**config.mk**
```make
export PLATFORM = sky130hd
export DESIGN_NAME = pc_fetch_sequencer
export DESIGN_NICKNAME = d
export VERILOG_FILES = /design/src/rtl/pc_fetch_sequencer.sv
export SDC_FILE = /design/constraint.sdc
export NUM_CORES = 1
export LEC_CHECK = 0
export ABC_AREA = 1
export BUFFER_PORTS_ARGS = -buffer_cell sky130_fd_sc_hd__buf_2
export CORE_AREA = 2 2 139 141
export DETAILED_ROUTE_END_ITERATION = 8
export DIE_AREA = 0 0 141 143
export PLACE_DENSITY = 0.66
export SKIP_CTS_REPAIR_TIMING = 1
export SLEW_MARGIN = 20
export SYNTH_ARGS = -nofsm -noshare
export SYNTH_HDL_FRONTEND = slang
export SYNTH_SLANG_ARGS = --single-unit
```
**constraint.sdc**
```tcl
create_clock -name CLK -period 2.1 [get_ports CLK]
set_clock_uncertainty 0.2 [all_clocks]
set_input_delay 0.315 -clock CLK [delete_from_list [all_inputs] [get_ports CLK]]
set_output_delay 0.315 -clock CLK [all_outputs]
set_load 0.1 [all_outputs]
```
**src/rtl/pc_fetch_sequencer.sv**
```systemverilog
// pc_fetch_sequencer: owns the architectural PC and sequences
// instruction fetch, commit, halt and misalignment fault.
module pc_fetch_sequencer #(
  parameter int ADDR_W  = 64,
  parameter int INSTR_W = 32,
  parameter int CNT_W   = 32
) (
  input  logic               CLK,
  input  logic               Reset_L,
  input  logic [ADDR_W-1:0]  startPC,
  input  logic [ADDR_W-1:0]  NextPC,
  input  logic               stall,
  input  logic               halt,
  output logic               imem_req,
  output logic [ADDR_W-1:0]  imem_addr,
  input  logic               imem_ack,
  input  logic [INSTR_W-1:0] imem_data,
  output logic [ADDR_W-1:0]  CurrentPC,
  output logic [INSTR_W-1:0] instr,
  output logic               instr_valid,
  output logic               halted,
  output logic               fault,
  output logic [CNT_W-1:0]   retired
);

  typedef enum logic [2:0] {
    S_INIT,
    S_FETCH,
    S_EXEC,
    S_HALT,
    S_FAULT
  } state_t;

  state_t state;
  state_t state_nx;

  logic commit;
  logic misalign;

  assign commit    = (state == S_EXEC) && !stall;
  assign misalign  = |NextPC[1:0];
  assign imem_addr = CurrentPC;

  // state register
  always_ff @(posedge CLK or negedge Reset_L) begin
    if (!Reset_L) state <= S_INIT;
    else          state <= state_nx;
  end

  // next-state: fault wins over halt on a commit
  always_comb begin
    state_nx = state;
    case (state)
      S_INIT:  state_nx = S_FETCH;
      S_FETCH: if (imem_ack) state_nx = S_EXEC;
      S_EXEC: begin
        if (commit) begin
          if (misalign)  state_nx = S_FAULT;
          else if (halt) state_nx = S_HALT;
          else           state_nx = S_FETCH;
        end
      end
      S_HALT:  state_nx = S_HALT;
      S_FAULT: state_nx = S_FAULT;
      default: state_nx = S_INIT;
    endcase
  end

  // status outputs decoded from state only
  always_comb begin
    imem_req    = 1'b0;
    instr_valid = 1'b0;
    halted      = 1'b0;
    fault       = 1'b0;
    unique case (1'b1)
      (state == S_FETCH): imem_req    = 1'b1;
      (state == S_EXEC):  instr_valid = 1'b1;
      (state == S_HALT):  halted      = 1'b1;
      (state == S_FAULT): fault       = 1'b1;
      default: ;
    endcase
  end

  // PC, instruction latch and retire counter
  always_ff @(posedge CLK or negedge Reset_L) begin
    if (!Reset_L) begin
      CurrentPC <= '0;
      instr     <= '0;
      retired   <= '0;
    end else begin
      if (state == S_INIT) begin
        CurrentPC <= startPC;
      end
      if ((state == S_FETCH) && imem_ack) begin
        instr <= imem_data;
      end
      if (commit && !misalign) begin
        CurrentPC <= NextPC;
        retired   <= retired + CNT_W'(1);
      end
    end
  end

endmodule

```
## Word level (Yosys, flattened, before mapping)

Cells that the tools add are included.

| storage, ports and cells | value |
|---|---|
| register bits after elaboration | 131 |
| input port bits | 165 |
| output and inout port bits | 196 |
| logic and storage cells | 31 |

| cells by class | value |
|---|---|
| add/sub/neg operators | 1 |
| eq/ne operators | 6 |
| mux-type cells | 11 |
| reductions and logical operators | 9 |

Operators by type and width:

| kind | count |
|---|---|
| two-way mux 64 bit | 2 |
| adder 32 x 1 -> 32 bit (second input constant) | 1 |
| one-hot mux 3 bit (5 select lines) | 1 |
| two-way mux 3 bit | 3 |
| equality test 3 x 2 -> 1 bit (second input constant) | 2 |
| two-way mux 1 bit | 4 |
| inequality test 2 bit (second input constant) | 2 |
| equality test 3 x 1 -> 1 bit (second input constant) | 1 |
| equality test 3 bit (second input constant) | 1 |
| logical AND 1 bit | 3 |
| zero test 3 bit | 1 |
| zero test 1 bit | 2 |
| two-way mux 2 bit | 1 |
| AND reduction 2 bit | 1 |
| nonzero test 2 bit | 1 |
| OR reduction 2 bit | 1 |

## Depth between registers and ports, before layout

| depth | value |
|---|---|
| depth after elaboration | 4 |
| mapped depth | 9 |
| mapped depth without buffers | 9 |

## Worst setup path before layout

No wires, ideal clock.

| timing path | value |
|---|---|
| path type | register to register |
| start | reg state[2] |
| end | reg state[0] |
| setup time | 0.088 ns |
| arrival | 2.881 ns |
| required time | 1.812 ns |
| path slack | -1.070 ns |
| stages on the path, launching flop included | 4 |
| path buffers | 0 |
| clock period less this slack | 3.170 ns |
| path through | dfrtp_1 nor3_1 nor3_1 o21ai_0 |

| between the ends | value |
|---|---|
| longest elaborated chain between the ends | 4 |
| elaborated cells between the ends (all ways) | 10 |
| those cells by class | eq/ne (6); mux (1); reduce/logical (3) |

RTL lines:

| item | line | RTL |
|---|---|---|
| start: declaration | 34 | `state_t state;` |
| start signal: assignment | 47 | `else state <= state_nx;` |
| equality test 3 x 2 -> 1 bit | 40, 53 |  |
| logical AND 1 bit | 40 | `assign commit = (state == S_EXEC) && !stall;` |
| inequality test 2 bit (no source line) | n/a |  |
| AND reduction 2 bit (no source line) | n/a |  |

Several ways; a longest one is shown, not always the timed one.
A chain may end at the register's enable or synchronous reset.

## Final worst setup path

| timing path | value |
|---|---|
| start | reg state[2] |
| end | out halted |

| between the ends | value |
|---|---|
| longest elaborated chain between the ends | 2 |

RTL lines:

| item | line | RTL |
|---|---|---|
| equality test 3 x 2 -> 1 bit | 78 | `(state == S_HALT): halted = 1'b1;` |
| two-way mux 1 bit | 75 | `unique case (1'b1)` |
| end: declaration | 21 | `output logic halted,` |

Every way passes these cells.

==> reports/results.ini <==
[status]
run_status=finished, violations left
violated_checks=hold timing

[detailed_routing]
drt_first_pass_iters=5
detail_route.wl_per_cell_um=15.6
drt-vias-per-instance=4.73
detailroute.via_count=6645
postRouteWirelength_mm=21.9
drt_first_iter_violations=312
drc=0
route.antenna.remaining_nets=0

[worst_setup_path]
setup.worst_path.start_class=flop
r2r_setup_slack_ns=0.21
arrival_time_of_data_at_the_critical_path_endpoint_ns=1.48
cpMaxStageDelayCell=sky130_fd_sc_hd__dfrtp_2
critical_path_buf_inv_count=1
crit_type=flop to output pin
worstPathMaxFanout=5
worstReg2RegStart=state[1]$_DFFE_PN0P_
delay_contributed_by_the_slowest_stage_of_the_critical_path_ns=0.49
cp_top_family=flip-flops
critPathCaptureType=output pin
timing.critical_path.cells=nor3_4 > clkbuf_4
startpoint=state[2]$_DFFE_PN0P_
worst-endpoint-required_ns=1.58

[synthesis]
synth_cell_type_count=29
yosysWarnings=0
synthesis.instances=750
synth_top_area_share_pct=50.0
postSynthRegisterBits=131
post_synth.cell_area_avg_um2=8.74
synth.cell_area_mm2=0.00656
synth.yosys.seq_area_share_pct=50.0
synth.top_cells.by_area=sky130_fd_sc_hd__dfrtp_1 50%, sky130_fd_sc_hd__nand2_1 8.0%, sky130_fd_sc_hd__buf_4 7.8%, sky130_fd_sc_hd__mux2_2 5.5%, sky130_fd_sc_hd__nor2_1 5.4%
synthesis.nets=916
yosysTopAreaCell=sky130_fd_sc_hd__dfrtp_1

[die]
floorplan.initialDensity_pct=35.3
die-area_mm2=0.0202
die_width_um=141
die_height_um=143
rows=50
placeableCoreArea_mm2=0.0186
total_i_o_pin_count=361

[placed_design]
place.port_buffers=360
routability_congestion=0.843
hpwlAfterDp_mm=15.4
place_area_mm2=0.00828
dp_cells=1266

[sta]
worst_slack_on_hold_paths_ns=-0.0292
worst_pin_slew_ns=0.537
finalSetupTns_ns=0
fmax_ghz=0.502
max_slew_margin_pct=63.9
hold_violations=18
fin_crit_sh_pct=94.9
final.min_clock_period_ns=1.99
timing_max_transition_violations_final=0
timing.final.setup_violations=0

[clock_tree]
cts_made_buffers=17
clk_transition_reported_paths_ns=0.06
cts_max_level=4
cts_tree=built
clkSinkCount=131
insertion_delay_ns=0.41
clockRootBuffer=sky130_fd_sc_hd__clkbuf_16
clockBufferDepth=2

[layout]
fillerInstances=1708
drive_gt1_share_pct=40.5
final_cell_count_no_fill=1405
design.final.nets=1325
antenna-diode-count=0
post-route-cell-area_mm2=0.00993
area_delta_synth_final_pct=51.4

[flow_run]
number_of_max_capacitance_violations_reported=0

[grt]
track_usage_pct=19.3
grt.overflow.total=0
initial_antenna_violation_count=0
first_global_vias=5801
grt_max_degree=54
grt_pass1_wl_mm=30.4

[min_path]
timing.hold.worst.start=startPC[24]
class_of_the_worst_hold_path=input port to flop

tightest hold or removal path, stage by stage:
cell                      delay [ns]
sky130_fd_sc_hd__buf_2          0.07
sky130_fd_sc_hd__a21oi_1        0.05
sky130_fd_sc_hd__o21ai_1        0.10
kinds of logic (layout without fill, tap and decap cells):
group | Yosys count | after routing | share of synthesized area (%)
AOI/OAI and AO/OA | 131 | 131 | 10.1
xor gates and xnor gates | 16 | 16 | 2.14
adders and majority gates | 1 | 1 | 0.191
buffers and inverters | 144 | 565 | 12.7
DFF | 131 | 131 | 50.0
muxes | 32 | 32 | 5.50
and+or+nand+nor | 295 | 295 | 19.4
state kept, by name, summed over array words and instances (netlist names):
| name | count |
|---|---|
| CurrentPC | 64 |
| retired | 32 |
| state | 3 |
| instr | 32 |
through the flow:
stage	util (%)	worst slack, ns	hold slack (ns)
final	53.4	0.107	-0.0292
after global placement	44.6	0.184	0.110
after floorplan	-	-0.200	-0.181
after CTS	47.6	-0.0293	-0.327
after global routing	53.4	-0.000607	0.000267
after detailed placement	44.6	0.149	0.112
cell usage in the layout, fill, tap and decap left out, types with 28 or more instances in the layout:
cell type / count
sky130_fd_sc_hd__nor2_1: 93
sky130_fd_sc_hd__o21ai_1: 50
sky130_fd_sc_hd__dlygate4sd3_1: 108
sky130_fd_sc_hd__buf_2: 355
sky130_fd_sc_hd__nand3_1: 28
sky130_fd_sc_hd__inv_1: 44
sky130_fd_sc_hd__mux2_2: 32
sky130_fd_sc_hd__nand2_1: 140
sky130_fd_sc_hd__a21oi_1: 64
sky130_fd_sc_hd__dfrtp_1: 113
final cells by class:
cell class / count / area (um2) / area share [%]
Multi-Input combinational cell: 475 / 2470 / 24.9
Timing Repair Buffer: 486 / 3120 / 31.5
Clock inverter: 9 / 108 / 1.08
Inverter: 48 / 180 / 1.82
Tap cell: 234 / 293 / 2.95
Sequential cell: 131 / 3300 / 33.3
Clock buffer: 22 / 454 / 4.58
metal layers:
metal,vias to the layer above,global-route usage [%],routed length (um)
met4,0,4.79,272
met1,3162,24.0,8850
met2,258,33.3,11400
li1,3193,-,-
met5,-,0,0
met3,32,5.30,1320
synthesized netlist by cell type:
master and instances:
sky130_fd_sc_hd__clkbuf_1 4, sky130_fd_sc_hd__a21oi_1 64, sky130_fd_sc_hd__xor2_1 9, sky130_fd_sc_hd__nor2_1 95
sky130_fd_sc_hd__inv_1 45, sky130_fd_sc_hd__inv_2 3, sky130_fd_sc_hd__buf_4 68, sky130_fd_sc_hd__nor2_2 3
sky130_fd_sc_hd__and2_1 1, sky130_fd_sc_hd__xnor2_1 7, sky130_fd_sc_hd__nor3_2 2, sky130_fd_sc_hd__buf_6 1
sky130_fd_sc_hd__nand4_4 1, sky130_fd_sc_hd__o211ai_1 1, sky130_fd_sc_hd__buf_2 23, sky130_fd_sc_hd__nand2_1 140
sky130_fd_sc_hd__nand3b_1 2, sky130_fd_sc_hd__o21ai_1 50, sky130_fd_sc_hd__nor2_4 4, sky130_fd_sc_hd__o21ai_0 14
sky130_fd_sc_hd__dfrtp_1 131, sky130_fd_sc_hd__nor3_4 1, sky130_fd_sc_hd__nand2_2 1, sky130_fd_sc_hd__mux2_2 32
sky130_fd_sc_hd__ha_1 1, sky130_fd_sc_hd__nand3_1 28, sky130_fd_sc_hd__nand4_1 12, sky130_fd_sc_hd__a22oi_1 2
sky130_fd_sc_hd__nor3_1 5
worst paths after layout:
path,end,cells past startpoint
setup / recovery,halted,2
hold / removal,CurrentPC[24]$_DFFE_PN0P_,3
setup reg to reg,CurrentPC[8]$_DFFE_PN0P_,9
hold reg to reg,retired[7]$_DFFE_PN0N_,1
max in group asynchronous,CurrentPC[53]$_DFFE_PN0P_,3
min in group asynchronous,CurrentPC[41]$_DFFE_PN0P_,2
Power is not shown: default switching activity piles up to over one toggle a cycle in this logic, so the estimate is an artifact.
